===== src/rtl/msrv32_wb_unit.sv =====
// Writeback stage: picks the retiring result (ALU, PC+4, CSR or load), runs the
// data-memory read handshake for loads and drives the register-file write port.
module msrv32_wb_unit #(
    parameter int XLEN           = 32,
    parameter int TIMEOUT_CYCLES = 255
) (
    input  logic            ms_riscv32_mp_clk_in,
    input  logic            ms_riscv32_mp_rst_in,
    input  logic            wb_valid_in,
    output logic            wb_ready_out,
    input  logic [4:0]      wb_rd_addr_in,
    input  logic            wb_reg_wr_in,
    input  logic [1:0]      wb_src_in,
    input  logic [XLEN-1:0] alu_result_in,
    input  logic [XLEN-1:0] pc_plus4_in,
    input  logic [XLEN-1:0] csr_data_in,
    input  logic [2:0]      load_type_in,
    output logic            dmem_req_out,
    output logic [XLEN-1:0] dmem_addr_out,
    input  logic            dmem_ack_in,
    input  logic [XLEN-1:0] dmem_rdata_in,
    output logic            rf_wr_en_out,
    output logic [4:0]      rf_rd_addr_out,
    output logic [XLEN-1:0] rf_rd_out,
    output logic            load_misaligned_out,
    output logic            load_timeout_out
);
    // valid/ready: an operation transfers on a rising edge where wb_valid_in and
    // wb_ready_out are both 1; upstream keeps wb_valid_in and its fields stable until then.
    typedef enum logic {IDLE = 1'b0, MEM_WAIT = 1'b1} state_t;

    localparam logic [7:0] TIMEOUT_LAST = 8'(TIMEOUT_CYCLES - 1);
    localparam logic [7:0] TIMEOUT_SAT  = 8'(TIMEOUT_CYCLES);

    function automatic logic [XLEN-1:0] align_load(input logic [2:0]      lt,
                                                   input logic [1:0]      lane,
                                                   input logic [XLEN-1:0] word);
        logic [XLEN-1:0] byte_sh;
        logic [XLEN-1:0] half_sh;
        byte_sh = word >> {lane, 3'b000};
        half_sh = word >> {lane[1], 4'b0000};
        case (lt)
            3'b000:  align_load = {{24{byte_sh[7]}}, byte_sh[7:0]};
            3'b100:  align_load = {24'h000000, byte_sh[7:0]};
            3'b001:  align_load = {{16{half_sh[15]}}, half_sh[15:0]};
            3'b101:  align_load = {16'h0000, half_sh[15:0]};
            default: align_load = word;
        endcase
    endfunction

    // Byte loads never fault; unlisted funct3 codes are handled like LW.
    function automatic logic is_misaligned(input logic [2:0] lt, input logic [1:0] lane);
        case (lt)
            3'b000, 3'b100: is_misaligned = 1'b0;
            3'b001, 3'b101: is_misaligned = lane[0];
            default:        is_misaligned = (lane != 2'b00);
        endcase
    endfunction

    state_t          state_q, state_d;
    logic [7:0]      cnt_q, cnt_d;
    logic [XLEN-1:0] addr_q, addr_d;
    logic [2:0]      ltype_q, ltype_d;
    logic [4:0]      rd_q, rd_d;
    logic            reg_wr_q, reg_wr_d;
    logic            rf_wr_en_q, rf_wr_en_d;
    logic [4:0]      rf_addr_q, rf_addr_d;
    logic [XLEN-1:0] rf_data_q, rf_data_d;
    logic            mis_q, mis_d;
    logic            to_q, to_d;
    logic [XLEN-1:0] src_result;

    always_comb begin
        case (wb_src_in)
            2'b00:   src_result = alu_result_in;
            2'b10:   src_result = pc_plus4_in;
            default: src_result = csr_data_in;
        endcase
    end

    always_comb begin
        state_d    = state_q;
        cnt_d      = cnt_q;
        addr_d     = addr_q;
        ltype_d    = ltype_q;
        rd_d       = rd_q;
        reg_wr_d   = reg_wr_q;
        rf_wr_en_d = 1'b0;
        rf_addr_d  = rf_addr_q;
        rf_data_d  = rf_data_q;
        mis_d      = 1'b0;
        to_d       = 1'b0;
        case (state_q)
            IDLE: begin
                if (wb_valid_in) begin
                    if (wb_src_in == 2'b01) begin
                        if (is_misaligned(load_type_in, alu_result_in[1:0])) begin
                            mis_d = 1'b1;
                        end else begin
                            state_d  = MEM_WAIT;
                            cnt_d    = 8'd0;
                            addr_d   = alu_result_in;
                            ltype_d  = load_type_in;
                            rd_d     = wb_rd_addr_in;
                            reg_wr_d = wb_reg_wr_in;
                        end
                    end else if (wb_reg_wr_in && (wb_rd_addr_in != 5'd0)) begin
                        rf_wr_en_d = 1'b1;
                        rf_addr_d  = wb_rd_addr_in;
                        rf_data_d  = src_result;
                    end
                end
            end
            MEM_WAIT: begin
                // An ack on the final counted cycle still completes the load.
                if (dmem_ack_in) begin
                    state_d = IDLE;
                    if (reg_wr_q && (rd_q != 5'd0)) begin
                        rf_wr_en_d = 1'b1;
                        rf_addr_d  = rd_q;
                        rf_data_d  = align_load(ltype_q, addr_q[1:0], dmem_rdata_in);
                    end
                end else if (cnt_q == TIMEOUT_LAST) begin
                    state_d = IDLE;
                    cnt_d   = TIMEOUT_SAT;
                    to_d    = 1'b1;
                end else begin
                    cnt_d = cnt_q + 8'd1;
                end
            end
            default: state_d = IDLE;
        endcase
    end

    always_ff @(posedge ms_riscv32_mp_clk_in or posedge ms_riscv32_mp_rst_in) begin
        if (ms_riscv32_mp_rst_in) begin
            state_q    <= IDLE;
            cnt_q      <= 8'd0;
            addr_q     <= '0;
            ltype_q    <= 3'd0;
            rd_q       <= 5'd0;
            reg_wr_q   <= 1'b0;
            rf_wr_en_q <= 1'b0;
            rf_addr_q  <= 5'd0;
            rf_data_q  <= '0;
            mis_q      <= 1'b0;
            to_q       <= 1'b0;
        end else begin
            state_q    <= state_d;
            cnt_q      <= cnt_d;
            addr_q     <= addr_d;
            ltype_q    <= ltype_d;
            rd_q       <= rd_d;
            reg_wr_q   <= reg_wr_d;
            rf_wr_en_q <= rf_wr_en_d;
            rf_addr_q  <= rf_addr_d;
            rf_data_q  <= rf_data_d;
            mis_q      <= mis_d;
            to_q       <= to_d;
        end
    end

    assign wb_ready_out        = (state_q == IDLE);
    assign dmem_req_out        = (state_q == MEM_WAIT);
    assign dmem_addr_out       = {addr_q[XLEN-1:2], 2'b00};
    assign rf_wr_en_out        = rf_wr_en_q;
    assign rf_rd_addr_out      = rf_addr_q;
    assign rf_rd_out           = rf_data_q;
    assign load_misaligned_out = mis_q;
    assign load_timeout_out    = to_q;

endmodule


===== config.mk =====
export PLATFORM = sky130hd
export DESIGN_NAME = msrv32_wb_unit
export DESIGN_NICKNAME = d
export VERILOG_FILES = /design/src/rtl/msrv32_wb_unit.sv
export SDC_FILE = /design/constraint.sdc
export NUM_CORES = 1
export LEC_CHECK = 0
export CORE_MARGIN = 4
export CORE_UTILIZATION = 45
export CTS_CLUSTER_SIZE = 8
export DETAILED_ROUTE_END_ITERATION = 16
export HOLD_SLACK_MARGIN = 0.12
export PLACE_DENSITY = 0.85
export SLEW_MARGIN = 20
export SYNTH_ARGS = -nofsm -noshare
export SYNTH_HDL_FRONTEND = slang
export SYNTH_SLANG_ARGS = --single-unit

===== constraint.sdc =====
create_clock -name ms_riscv32_mp_clk_in -period 3.7 [get_ports ms_riscv32_mp_clk_in]
set_clock_uncertainty 0.1 [all_clocks]
set_input_delay 0.74 -clock ms_riscv32_mp_clk_in [delete_from_list [all_inputs] [get_ports ms_riscv32_mp_clk_in]]
set_output_delay 0.74 -clock ms_riscv32_mp_clk_in [all_outputs]
set_load 0.01 [all_outputs]

== After elaboration in Yosys (flattened, before gate mapping) ==
Cells that the tools add are included.
Word-level totals
  register bits after elaboration: 90
  input bits: 143
  output and inout bits: 74
  logic and storage cells: 89
Cells by class
  add/subtract/negate cells: 1
  equality and inequality tests: 17
  shifts and indexed selects: 2
  multiplexer cells: 43
  bitwise operators: 2
  reduce and logical (&&, ||, !) cells: 13
Operator list (count)
  2-to-1 mux 32 bit: 5
  one-hot mux 32 bit (2 select lines): 2
  one-hot mux 32 bit (4 select lines): 1
  2-to-1 mux 8 bit: 5
  >> shifter 32 x 5 -> 16 bit: 1
  >> shifter 32 x 5 -> 8 bit: 1
  2-to-1 mux 5 bit: 5
  2-to-1 mux 1 bit: 20
  one-hot mux 8 bit (2 select lines): 1
  == test 3 bit (second input constant): 4
  inequality test 2 bit (second input constant): 5
  one-hot mux 5 bit (2 select lines): 1
  nonzero test 5 bit: 2
  adder 8 x 1 -> 8 bit (second input constant): 1
  == test 8 bit (second input constant): 1
  AND reduction 4 bit: 2
  == test 3 x 1 -> 1 bit (second input constant): 2
  logical NOT 3 bit: 2
  inequality test 2 x 1 -> 1 bit (second input constant): 3
  one-hot mux 1 bit (2 select lines): 3
  AND reduction 5 bit: 1
  OR reduction 2 bit: 2
  == test 2 x 1 -> 1 bit (second input constant): 1
  == test 2 bit (second input constant): 1
  other kinds (4): 6

== Longest topological paths before layout ==
  word-level depth: 10
  depth in mapped cells: 7
  mapped depth without buffers: 6

== Least setup slack after synthesis ==
OpenSTA, ideal clock, no wires.
  kind: input to register
  start point: input port wb_src_in[1]
  end point: register rf_data_q[1], in the netlist rf_rd_out[1]
  setup time: 133 ps
  arrival time: 2015 ps
  required time: 3467 ps
  path slack: 1452 ps
  stages on the path: 6
  buffers on the path: 2
  cells stage by stage: buf_2 > clkbuf_1 > mux2_2 > mux2_2 > nor3_1 > a211oi_1
Between the ends
  cells in the longest elaborated chain, start to end: 6
  elaborated cells between the ends (all ways): 10
  classes of those cells: eq/ne: 3; mux: 5; reduce/logical: 2
Ends and longest elaborated chain
  start, declared: line 13  | input logic [1:0] wb_src_in,
  == test 2 bit or logical NOT 2 bit (tied branches): line 74  | case (wb_src_in)
  one-hot mux 32 bit (2 select lines): line 74
  2-to-1 mux 32 bit: line 107  | end else if (wb_reg_wr_in && (wb_rd_addr_in != 5'd0)) begin
  2-to-1 mux 32 bit: line 96  | if (wb_src_in == 2'b01) begin
  2-to-1 mux 32 bit: line 95  | if (wb_valid_in) begin
  one-hot mux 32 bit (2 select lines): line 93  | case (state_q)
  end signal, assigned: line 157  | rf_data_q <= rf_data_d;
  end, declared: line 68  | logic [XLEN-1:0] rf_data_q, rf_data_d;
Several ways; a longest one is shown, not always the timed one. The select of a mux whose other input is x is not followed.
A chain may end at the register's enable or synchronous reset.

== Final worst setup path ==
  start point: register state_q, in the netlist dmem_req_out
  end point: output port wb_ready_out
Between the ends
  cells in the longest elaborated chain, start to end: 1
Ends and longest elaborated chain
  start, declared: line 60  | state_t state_q, state_d;
  start signal, assigned: line 149  | state_q <= state_d;
  inverter 1 bit (no source line)
  end, declared: line 10  | output logic wb_ready_out,
No other way between the ends.

==> load_flow_metrics.sql <==
INSERT INTO impl_metrics (metric_group, metric, value, unit) VALUES
('global_route', 'global_route.usage.total', '25.8', '%'),
('final_layout', 'regArea', '2250', 'µm²'),
('timing', 'period_minus_ws_final', '2.61', 'ns'),
('yosys', 'ys.flop_type', 'sky130_fd_sc_hd__dfrtp_1', ''),
('pwr', 'total_leakage_power', '3.09', 'nW'),
('routing', 'drt_iter0_drcs', '344', ''),
('timing', 'period_share', '70.7', '%'),
('global_route', 'grt_max_degree', '71', ''),
('setup_path', 'crit_path_start_kind', 'register', ''),
('clocking', 'worst_skew_pair.late_latency', '0.35', 'ns'),
('clocking', 'cts_hold_buffers', '0', ''),
('clocking', 'cts.root.buffer_cell', 'sky130_fd_sc_hd__clkbuf_16', ''),
('final_layout', 'layout-area-overhead-vs-synth', '42.0', '%'),
('outcome', 'outcome', 'complete, no violations', ''),
('global_route', 'grt_first_pass_wirelength', '28600', 'µm'),
('yosys', 'synth.lib_cells_used.distinct', '50', ''),
('min_path', 'hold-path-endpoint', 'cnt_q[6]$_DFFE_PP0P_', ''),
('clocking', 'max-clock-path-buffers', '2', ''),
('timing', 'finalSetupViolCount', '0', ''),
('final_layout', 'drive_gt1_share', '19.3', '%'),
('routing', 'detail_route.drc_violations', '0', ''),
('placed_design', 'globalplace.congestion', '0.838', ''),
('setup_path', 'rr_startpoint', 'ltype_q[1]$_DFFE_PP0P_', ''),
('yosys', 'synth_seq_area_share', '40.8', '%'),
('yosys', 'post_synthesis_sequential_element_count', '90', ''),
('yosys', 'synth.cell_area', '5530', 'µm²'),
('setup_path', 'worstPathArrival', '1.77', 'ns'),
('setup_path', 'critical_path.cell_chain', 'clkinv_1 > clkdlybuf4s50_1', ''),
('clocking', 'clock_sinks', '90', ''),
('yosys', 'synth-edff-count', '0', ''),
('flow_run', 'maxCapViolations', '0', ''),
('global_route', 'vias_in_the_first_global_route', '5284', ''),
('timing', 'timing_hold_violations_final', '0', ''),
('min_path', 'holdPathStages', '1', ''),
('timing', 'max_clock_freq', '382', 'MHz'),
('final_layout', 'final_common_cell', 'sky130_fd_sc_hd__clkdlybuf4s50_1', ''),
('global_route', 'gr-usage-met3', '7.03', '%'),
('clocking', 'tritoncts', 'built', ''),
('setup_path', 'worst_path_max_delay_cell', 'sky130_fd_sc_hd__dfrtp_2', ''),
('pwr', 'p_per_area', '479', 'nW/µm²'),
('floorplan', 'io_pins', '217', ''),
('min_path', 'min_path_type', 'register to register', ''),
('final_layout', 'final.fill_count', '1009', ''),
('setup_path', 'regToRegSetupSlack', '1.23', 'ns'),
('placed_design', 'placed_cells', '833', ''),
('yosys', 'syn-mean-instance-area', '10.4', 'µm²'),
('timing', 'unrepaired_setup_endpoints_after_global_routing', 'no', ''),
('placed_design', 'post-dp-hpwl', '14000', 'µm'),
('floorplan', 'die_x', '119', 'µm'),
('routing', 'via_per_inst', '5.92', ''),
('floorplan', 'core_area', '12000', 'µm²'),
('routing', 'wl_per_cell', '21.5', 'µm'),
('global_route', 'grt_util_met2', '43.4', '%'),
('final_layout', 'utilization', '65.3', '%'),
('setup_path', 'criticalPathCategory', 'register to output pin', ''),
('clocking', 'cts-buffers-inserted', '9', ''),
('routing', 'ant_nets', '0', ''),
('setup_path', 'worstSetupEndpointType', 'output pin', ''),
('global_route', 'grt.overflow.total', '0', ''),
('timing', 'drv_slew', '0', ''),
('yosys', 'async_reset_ff_share', '100', '%'),
('placed_design', 'post_dp_cell_area', '7510', 'µm²'),
('timing', 'timing.max_slew.rel_slack', '34.8', '%'),
('setup_path', 'timing.rr.end', 'rf_rd_out[6]$_DFFE_PP0P_', ''),
('yosys', 'ys_warn_count', '0', ''),
('final_layout', 'multiInputGateArea', '2800', 'µm²'),
('placed_design', 'number_of_buffers_inserted_by_port_buffering', '214', ''),
('final_layout', 'finalNonFillerCells', '848', ''),
('yosys', 'post-synth-top-area-cell', 'sky130_fd_sc_hd__dfrtp_1', ''),
('timing', 'timing.hold.ws', '0.391', 'ns'),
('clocking', 'postCtsSetupRepairBufs', '0', '');
## where the power goes
part	switching [W]	total (W)	internal, W	leakage (nW)
registers	0.000193	0.00141	0.00121	1.09
clock network	0.000385	0.00103	0.000644	0.162
logic	0.000567	0.00132	0.000754	1.84
total	0.00115	0.00376	0.00261	3.09
## per-layer routing
metal / vias to the layer above / part of all wire [%]
li1: 2301 / -
met1: 2440 / 41
met5: - / 0
met2: 238 / 49
met4: 0 / 3.2
met3: 44 / 7.3
## per-stage QoR
stage | power [W] | setup WS, ns
finish | 0.00376 | 1.09
global placement | 0.00270 | 0.807
global route | 0.00393 | 0.982
floorplan | 0.00211 | 0.525
detailed placement | 0.00275 | 0.745
CTS | 0.00377 | 1.07
## cells by family (layout without fill, tap and decap cells)
kind of cell / after synthesis / count (layout) / share of synthesized area, %
compound gates: 129 / 129 / 17.5
fa+ha+maj: 2 / 2 / 0.453
buf+inv: 83 / 252 / 8.58
flops: 90 / 90 / 40.8
mux: 110 / 110 / 21.9
other cells: 1 / 2 / 0.0679
simple gates: 116 / 116 / 10.8
## synthesized netlist by cell type, types with 14 or more instances
master and n:
sky130_fd_sc_hd__clkbuf_1 14, sky130_fd_sc_hd__nand2_1 27, sky130_fd_sc_hd__mux2_2 85, sky130_fd_sc_hd__buf_2 22, sky130_fd_sc_hd__o22ai_1 16, sky130_fd_sc_hd__a211oi_1 23
sky130_fd_sc_hd__o21ai_0 19, sky130_fd_sc_hd__mux2i_1 25, sky130_fd_sc_hd__nor3_1 26, sky130_fd_sc_hd__o2bb2ai_1 16, sky130_fd_sc_hd__nand3_1 27, sky130_fd_sc_hd__dfrtp_1 90
sky130_fd_sc_hd__buf_4 34
## layout make-up
type,count,share of cell area [%]
multi-input cells,359,35.7
inverters,9,0.463
well taps,147,2.34
clock buffers,13,3.45
clock inverters,2,0.766
repair buffers,228,28.5
flip-flops and latches,90,28.7
## worst max path at each step
stage,end,startpoint,slack (ns),cells past startpoint
2_1_floorplan,addr_q[0]$_DFFE_PP0P_,ms_riscv32_mp_rst_in,0.52,1
3_3_place_gp,rf_rd_addr_out[3]$_DFFE_PP0P_,wb_rd_addr_in[2],0.81,6
3_5_place_dp,rf_rd_addr_out[3]$_DFFE_PP0P_,wb_rd_addr_in[2],0.75,6
4_1_cts,wb_ready_out,dmem_req_out$_DFF_PP0_,1.07,2
5_1_grt,rf_rd_out[6]$_DFFE_PP0P_,wb_rd_addr_in[2],0.98,5
6_report,wb_ready_out,dmem_req_out$_DFF_PP0_,1.09,2
## flip-flops by register name, indices dropped and copies added, names as in the netlist
signal               cells
dmem_req_out             1
rf_wr_en_out             1
load_misaligned_out      1
rf_rd_addr_out           5
load_timeout_out         1
cnt_q                    8
ltype_q                  3
rd_q                     5
reg_wr_q                 1
rf_rd_out               32
addr_q                  32
## worst max-delay path: cells and delay by family, from the launching register on
kind | cells | cell delay [ns]
DFF | 1 | 0.70
buffers and inverters | 2 | 0.72
Note: power is estimated with default switching activity, not from simulation.
